[src/rtl/seed_feeder.sv]
// seed_feeder: initiator side of the keccak seed-input interface.
// The controller fills a DEPTH-entry buffer of 64-bit seed words while idle.
// An accepted go latches the job length and mode, pulses start_calc for one
// cycle, then streams words to keccak with in_valid/is_last, advancing on ack.
//
// Ports:
//   clk, rst              clock, asynchronous active-high reset
//   wr_en/wr_addr/wr_data buffer write port (honoured in IDLE only)
//   cfg_len, cfg_mode     job length (1..DEPTH) and keccak mode, sampled on go
//   go                    job start request (IDLE only)
//   ack                   keccak accepts the presented word
//   mode                  latched job mode
//   start_calc            one-cycle job-start pulse
//   in_valid, is_last     word valid / final word of job
//   seed_word             word presented to keccak
//   busy                  job in progress, buffer locked
//   finished              one-cycle pulse after the last word is accepted
//   err                   one-cycle pulse when go carries a bad cfg_len
module seed_feeder #(
  parameter int unsigned DEPTH = 8,
  parameter int unsigned AW    = 3
) (
  input  logic          clk,
  input  logic          rst,
  input  logic          wr_en,
  input  logic [AW-1:0] wr_addr,
  input  logic [63:0]   wr_data,
  input  logic [AW:0]   cfg_len,
  input  logic [1:0]    cfg_mode,
  input  logic          go,
  input  logic          ack,
  output logic [1:0]    mode,
  output logic          start_calc,
  output logic          in_valid,
  output logic          is_last,
  output logic [63:0]   seed_word,
  output logic          busy,
  output logic          finished,
  output logic          err
);

  typedef enum logic [1:0] {StIdle, StStart, StSend, StDone} state_e;

  state_e          state_q, state_d;
  logic [AW-1:0]   cnt_q, cnt_d;
  logic [AW:0]     len_q, len_d;
  logic [1:0]      mode_q, mode_d;
  logic            err_q, err_d;
  logic [63:0]     buf_q [DEPTH];

  logic len_ok;
  logic addr_ok;
  logic last_word;

  assign len_ok    = (cfg_len != '0) && (cfg_len <= (AW+1)'(DEPTH));
  assign addr_ok   = ({1'b0, wr_addr} < (AW+1)'(DEPTH));
  assign last_word = ({1'b0, cnt_q} == (len_q - (AW+1)'(1)));

  // Buffer only changes in IDLE, so a running job always sees a frozen image.
  always_ff @(posedge clk or posedge rst) begin
    if (rst) begin
      for (int i = 0; i < DEPTH; i++) buf_q[i] <= '0;
    end else if (state_q == StIdle && wr_en && addr_ok) begin
      buf_q[wr_addr] <= wr_data;
    end
  end

  always_ff @(posedge clk or posedge rst) begin
    if (rst) begin
      state_q <= StIdle;
      cnt_q   <= '0;
      len_q   <= '0;
      mode_q  <= '0;
      err_q   <= 1'b0;
    end else begin
      state_q <= state_d;
      cnt_q   <= cnt_d;
      len_q   <= len_d;
      mode_q  <= mode_d;
      err_q   <= err_d;
    end
  end

  always_comb begin
    state_d = state_q;
    cnt_d   = cnt_q;
    len_d   = len_q;
    mode_d  = mode_q;
    err_d   = 1'b0;
    unique case (state_q)
      StIdle: begin
        if (go) begin
          if (len_ok) begin
            len_d   = cfg_len;
            mode_d  = cfg_mode;
            state_d = StStart;
          end else begin
            err_d = 1'b1;
          end
        end
      end
      StStart: begin
        cnt_d   = '0;
        state_d = StSend;
      end
      StSend: begin
        if (ack) begin
          if (last_word) state_d = StDone;
          else           cnt_d   = cnt_q + AW'(1);
        end
      end
      StDone: state_d = StIdle;
      default: state_d = StIdle;
    endcase
  end

  // Outputs decode directly from reset-cleared state, so reset zeroes them at once.
  assign mode       = mode_q;
  assign start_calc = (state_q == StStart);
  assign in_valid   = (state_q == StSend);
  assign is_last    = (state_q == StSend) && last_word;
  assign seed_word  = (state_q == StSend) ? buf_q[cnt_q] : '0;
  assign busy       = (state_q != StIdle);
  assign finished   = (state_q == StDone);
  assign err        = err_q;

endmodule

[config.mk]
export PLATFORM = sky130hd
export DESIGN_NAME = seed_feeder
export DESIGN_NICKNAME = d
export VERILOG_FILES = /design/src/rtl/seed_feeder.sv
export SDC_FILE = /design/constraint.sdc
export NUM_CORES = 1
export LEC_CHECK = 0
export ABC_AREA = 0
export BUFFER_PORTS_ARGS = -buffer_cell sky130_fd_sc_hd__buf_2
export CAP_MARGIN = 30
export CORE_MARGIN = 10
export CORE_UTILIZATION = 33
export DETAILED_ROUTE_END_ITERATION = 8
export GPL_TIMING_DRIVEN = 0
export REMOVE_ABC_BUFFERS = 1
export SYNTH_ARGS = -nofsm -noshare
export SYNTH_HDL_FRONTEND = slang
export SYNTH_SLANG_ARGS = --single-unit
[constraint.sdc]
create_clock -name clk -period 29.8 [get_ports clk]
set_clock_uncertainty 0.15 [all_clocks]
set_input_delay 5.96 -clock clk [delete_from_list [all_inputs] [get_ports clk]]
set_output_delay 5.96 -clock clk [all_outputs]
set_load 0.01 [all_outputs]
# Yosys cells after proc, flatten, opt, wreduce, memory -nomap -nowiden
# Index checks and enable logic that the tools add are counted.
# W data, S select, Z words.
[word_totals]
reg_bits = 524
latchBits = 0
ram_bits = 0
romBits = 0
in_bits = 78
output_inout_bits = 72
elab_cells = 59
mem_count = 0
[op_classes]
add_sub_neg = 2
mul = 0
div_mod_pow = 0
order_cmp = 4
n_eq_ne = 9
shift = 0
mux = 18
n_bitwise = 2
n_reduce_logical = 11
[ops]
columns = ["cell", "count"]
rows = [
  ["$bwmux W512", 1],
  ["$mux W64", 4],
  ["$bmux W64 S3", 1],
  ["$demux W64 S3", 1],
  ["$ge A4 B4 Y1 const B", 2],
  ["$mux W2", 4],
  ["$ne A2 B2 Y1 const B", 4],
  ["$not A3 Y4", 2],
  ["$pmux W2 S4", 1],
  ["$mux W3", 2],
  ["$pmux W3 S2", 1],
  ["$reduce_and A3 Y1", 2],
  ["$eq A2 B2 Y1 const B", 2],
  ["$eq A3 B4 Y1", 1],
  ["$le A4 B4 Y1 const B", 1],
  ["$logic_and A1 B1 Y1", 4],
  ["$lt A4 B1 Y1 const B", 1],
  ["$reduce_and A4 Y1", 1],
  ["$reduce_bool A2 Y1", 2],
  ["$reduce_bool A4 Y1", 1],
  ["$sub A4 B1 Y4 const B", 1],
  ["$add A3 B1 Y3 const B", 1],
  ["$mux W1", 3],
  ["$eq A2 B1 Y1 const B", 1],
  ["other kinds (2)", 2],
]

# Logic depth before layout (Yosys ltp)
[logic_depth]
ltp_word = 6
mapped_depth = 8
mapped_depth_nobuf = 7

# Least setup slack after synthesis
# Ideal clock, no wire load.
[synth_timing]
kind = "register to output"
start = "register cnt_q[0]"
end = "output port seed_word[33]"
arrival_ns = 1.631
required_ns = 23.690
path_slack_ns = 22.059
path_stages_with_launch = 7
path_buffers = 3
path_cell_list = "dfrtp_1 buf_2 buf_4 buf_2 mux4_2 mux2i_1 nor2b_1"
[synth_via]
elab_chain_len = 5
[synth_lines]
columns = ["item", "line", "text"]
rows = [
  ["start, declared", "45", "logic [AW-1:0] cnt_q, cnt_d;"],
  ["start signal, assigned", "77", "cnt_q <= cnt_d;"],
  ["$not A3 Y4 (implied by the code)", "122", "assign seed_word = (state_q == StSend) ? buf_q[cnt_q] : '0;"],
  ["$bmux W64 S3", "122", ""],
  ["$mux W64 (implied by the code) (2 in a row)", "122", ""],
  ["$mux W64", "122", ""],
  ["end, declared", "36", "output logic [63:0] seed_word,"],
]
# No other way between the ends. The select of a mux whose other input is x is not followed.

# Final worst setup path
[layout_timing]
start = "register cnt_q[0]"
end = "output port seed_word[17]"
# The elaborated chain is that of the path after synthesis.

==> metrics.yaml <==
power_and_ir_drop:
  p_total_mw: 2.90
  vdd_drop_max_v: 0.0000622
  power.density_nw_per_um2: 103
  p_leak_nw: 12.1
floorplanning:
  coreArea_um2: 71900
  fp.dieW_um: 290
  initial_core_util_pct: 33.5
  io_pins: 150
  rows: 98
  die_height_um: 290
  dieArea_um2: 84000
placement:
  place_congestion: 0.670
  post-dp-hpwl_um: 34900
  port_buffers: 149
  dp_cells: 2497
  place_ws_ns: 21.01
  placed_cell_area_um2: 26200
outcome:
  status: "finished, final reports clean"
synthesis:
  synth.most_common_cell: "dfrtp_1"
  synthDistinctLibCells: 37
  synth_top_area_share_pct: 54.6
  synth-seq-cells: 524
  synth_area_leader_cell: "dfrtp_1"
  yosysSeqAreaShare_pct: 54.6
  ys_warn_count: 0
  synth_edf_count: 0
  async_reset_ff_share_pct: 100
  synthTopCellsByArea: "dfrtp_1 55%, mux2_2 23%, mux4_2 12%"
  synth.avg_cell_area_um2: 16.5
  netlist_area_um2: 24000
  syn_inst: 1456
  ys.flop_type: "dfrtp_1"
  synth_top_cells_by_count: "524 x dfrtp_1, 488 x mux2_2, 128 x mux4_2"
worst_setup_path:
  crit_path_max_fanout: 33
  endpoint_kind: "output port"
  cp.required_ns: 23.69
  worstSetupPathType: "flop to output port"
  cp.arrival_ns: 3.24
  cp-start-kind: "flop"
sta:
  rsz0062_at_grt: "false"
  finalHoldViolCount: 0
  fin_hold_ws_ns: 0.331
  worst_slew_pin_slew_ns: 0.944
  worst_slew_margin_rel_pct: 36.8
  setup_slack_ns: 20.45
  slew_viol_final: 0
  tns_ns: 0
  finalSetupViolations: 0
  finalCriticalPeriod_ns: 9.35
  fin_crit_sh_pct: 31.4
  clock.fmax_mhz: 107
route:
  via_per_inst: 5.03
  drt_iter0_drc: 622
  remaining_drc_errors: 0
  wl_um: 55400
  dr.pass1.iters: 4
  wl_per_cell_um: 21.3
  via_count: 13086
  ant_nets: 0
clocking:
  cts_hold_buf: 0
  clock_sinks: 524
  post_cts_buffers: 0
  cts-root-buf: "clkbuf_16"
  cts_max_level: 2
  cts.clk_slew.worst_paths_ns: 0.06
  cts-resized-gates: 0
  clock_latency_ns: 0.59
  cts_buffer_depth: 3
  cts_buffers: 58
  tritoncts: "built"
global_route:
  overflow: 0
  grt_pass1_wl_um: 88200
  antenna_found_initial: 8
  grt_pass1_vias: 14768
  grt_max_degree: 133
  grt_use_total_pct: 13.1
final_layout:
  synthToLayoutAreaGrowth_pct: 16.7
  fin_cells: 2604
  final_area_um2: 28100
  utilization_pct: 39.0
  drive_above_1_share_pct: 54.6
  layout.nets: 1692
worst_hold_path:
  hp-class: "flop to flop"
job:
  drv_cap: 0
==> placed cells by master (no fill, tap or decap), types with 2 or more instances in the layout <==
cell          n
nand2b_1      3
mux4_2      128
mux2i_1      67
clkbuf_8     13
nand3_1       2
buf_16       19
mux2_1       27
ha_1          6
clkinvlp_4    2
diode_2       3
bufinv_16     4
xnor2_1       3
mux2_2      488
o21ai_0       5
nor2_1        2
buf_12       12
clkbuf_16    59
buf_2       149
nand2_1      10
dfrtp_4       3
buf_8         5
clkbuf_1     21
clkinv_2      4
inv_1         7
nor2b_1      65
nor3_4        2
nor2_4        4
dfrtp_1     521
==> where the power goes <==
group / switching, mW / internal (mW)
clock network: 0.283 / 0.429
registers: 0.190 / 1.05
logic: 0.355 / 0.590
==> metal layers <==
layer / global-route usage, % / wire length (um) / vias to the layer above
met5: 0 / 73 / -
met4: 3.52 / 1040 / 12
met3: 2.72 / 2250 / 77
met2: 21.8 / 26700 / 207
met1: 17.1 / 25300 / 7079
li1: - / - / 5711
==> layout make-up <==
cell class	instances	area [um^2]
flip-flops and latches	524	13100
well taps	950	1190
diodes	3	7.51
repair buffers	185	1580
fillers	6727	43800
inverters	8	37.5
clock buffers	93	1730
clock inverters	11	164
multi-input cells	830	10200
==> critical path, stage by stage, from the launching register on <==
cell and delay [ns]:
dfrtp_4 0.87, buf_16 0.33, buf_16 0.28, mux4_2 0.56
mux2i_1 0.28, nor2b_1 0.09, buf_2 0.15
==> worst paths after layout <==
path                             from       endpoint  slack (ns)  cells past startpoint
min reg2reg                  buf_q[4]       buf_q[4]        0.33                      1
max reg2reg                state_q[0]     buf_q[189]       26.68                      8
min in group asynchronous         rst     buf_q[319]        5.23                      2
max                          cnt_q[0]  seed_word[17]       20.45                      6
max in group asynchronous         rst       cnt_q[0]       22.71                      4
min                          buf_q[4]       buf_q[4]        0.33                      1
==> logic make-up after synthesis <==
family	after synthesis	synth area share [%]
multiplexers	710	38.9
flip-flops	524	54.6
buffers and inverters	102	3.06
AND/OR/NAND/NOR	97	2.61
AO/OA/AOI/OAI	12	0.354
adder cells (fa/ha/maj)	7	0.364
XOR/XNOR	4	0.146
==> sequential cells by signal, indices dropped and copies added (netlist names) <==
register	flops
buf_q	512
cnt_q	3
err	1
len_q	4
mode	2
state_q	2
(Power assumes the default switching activity.)
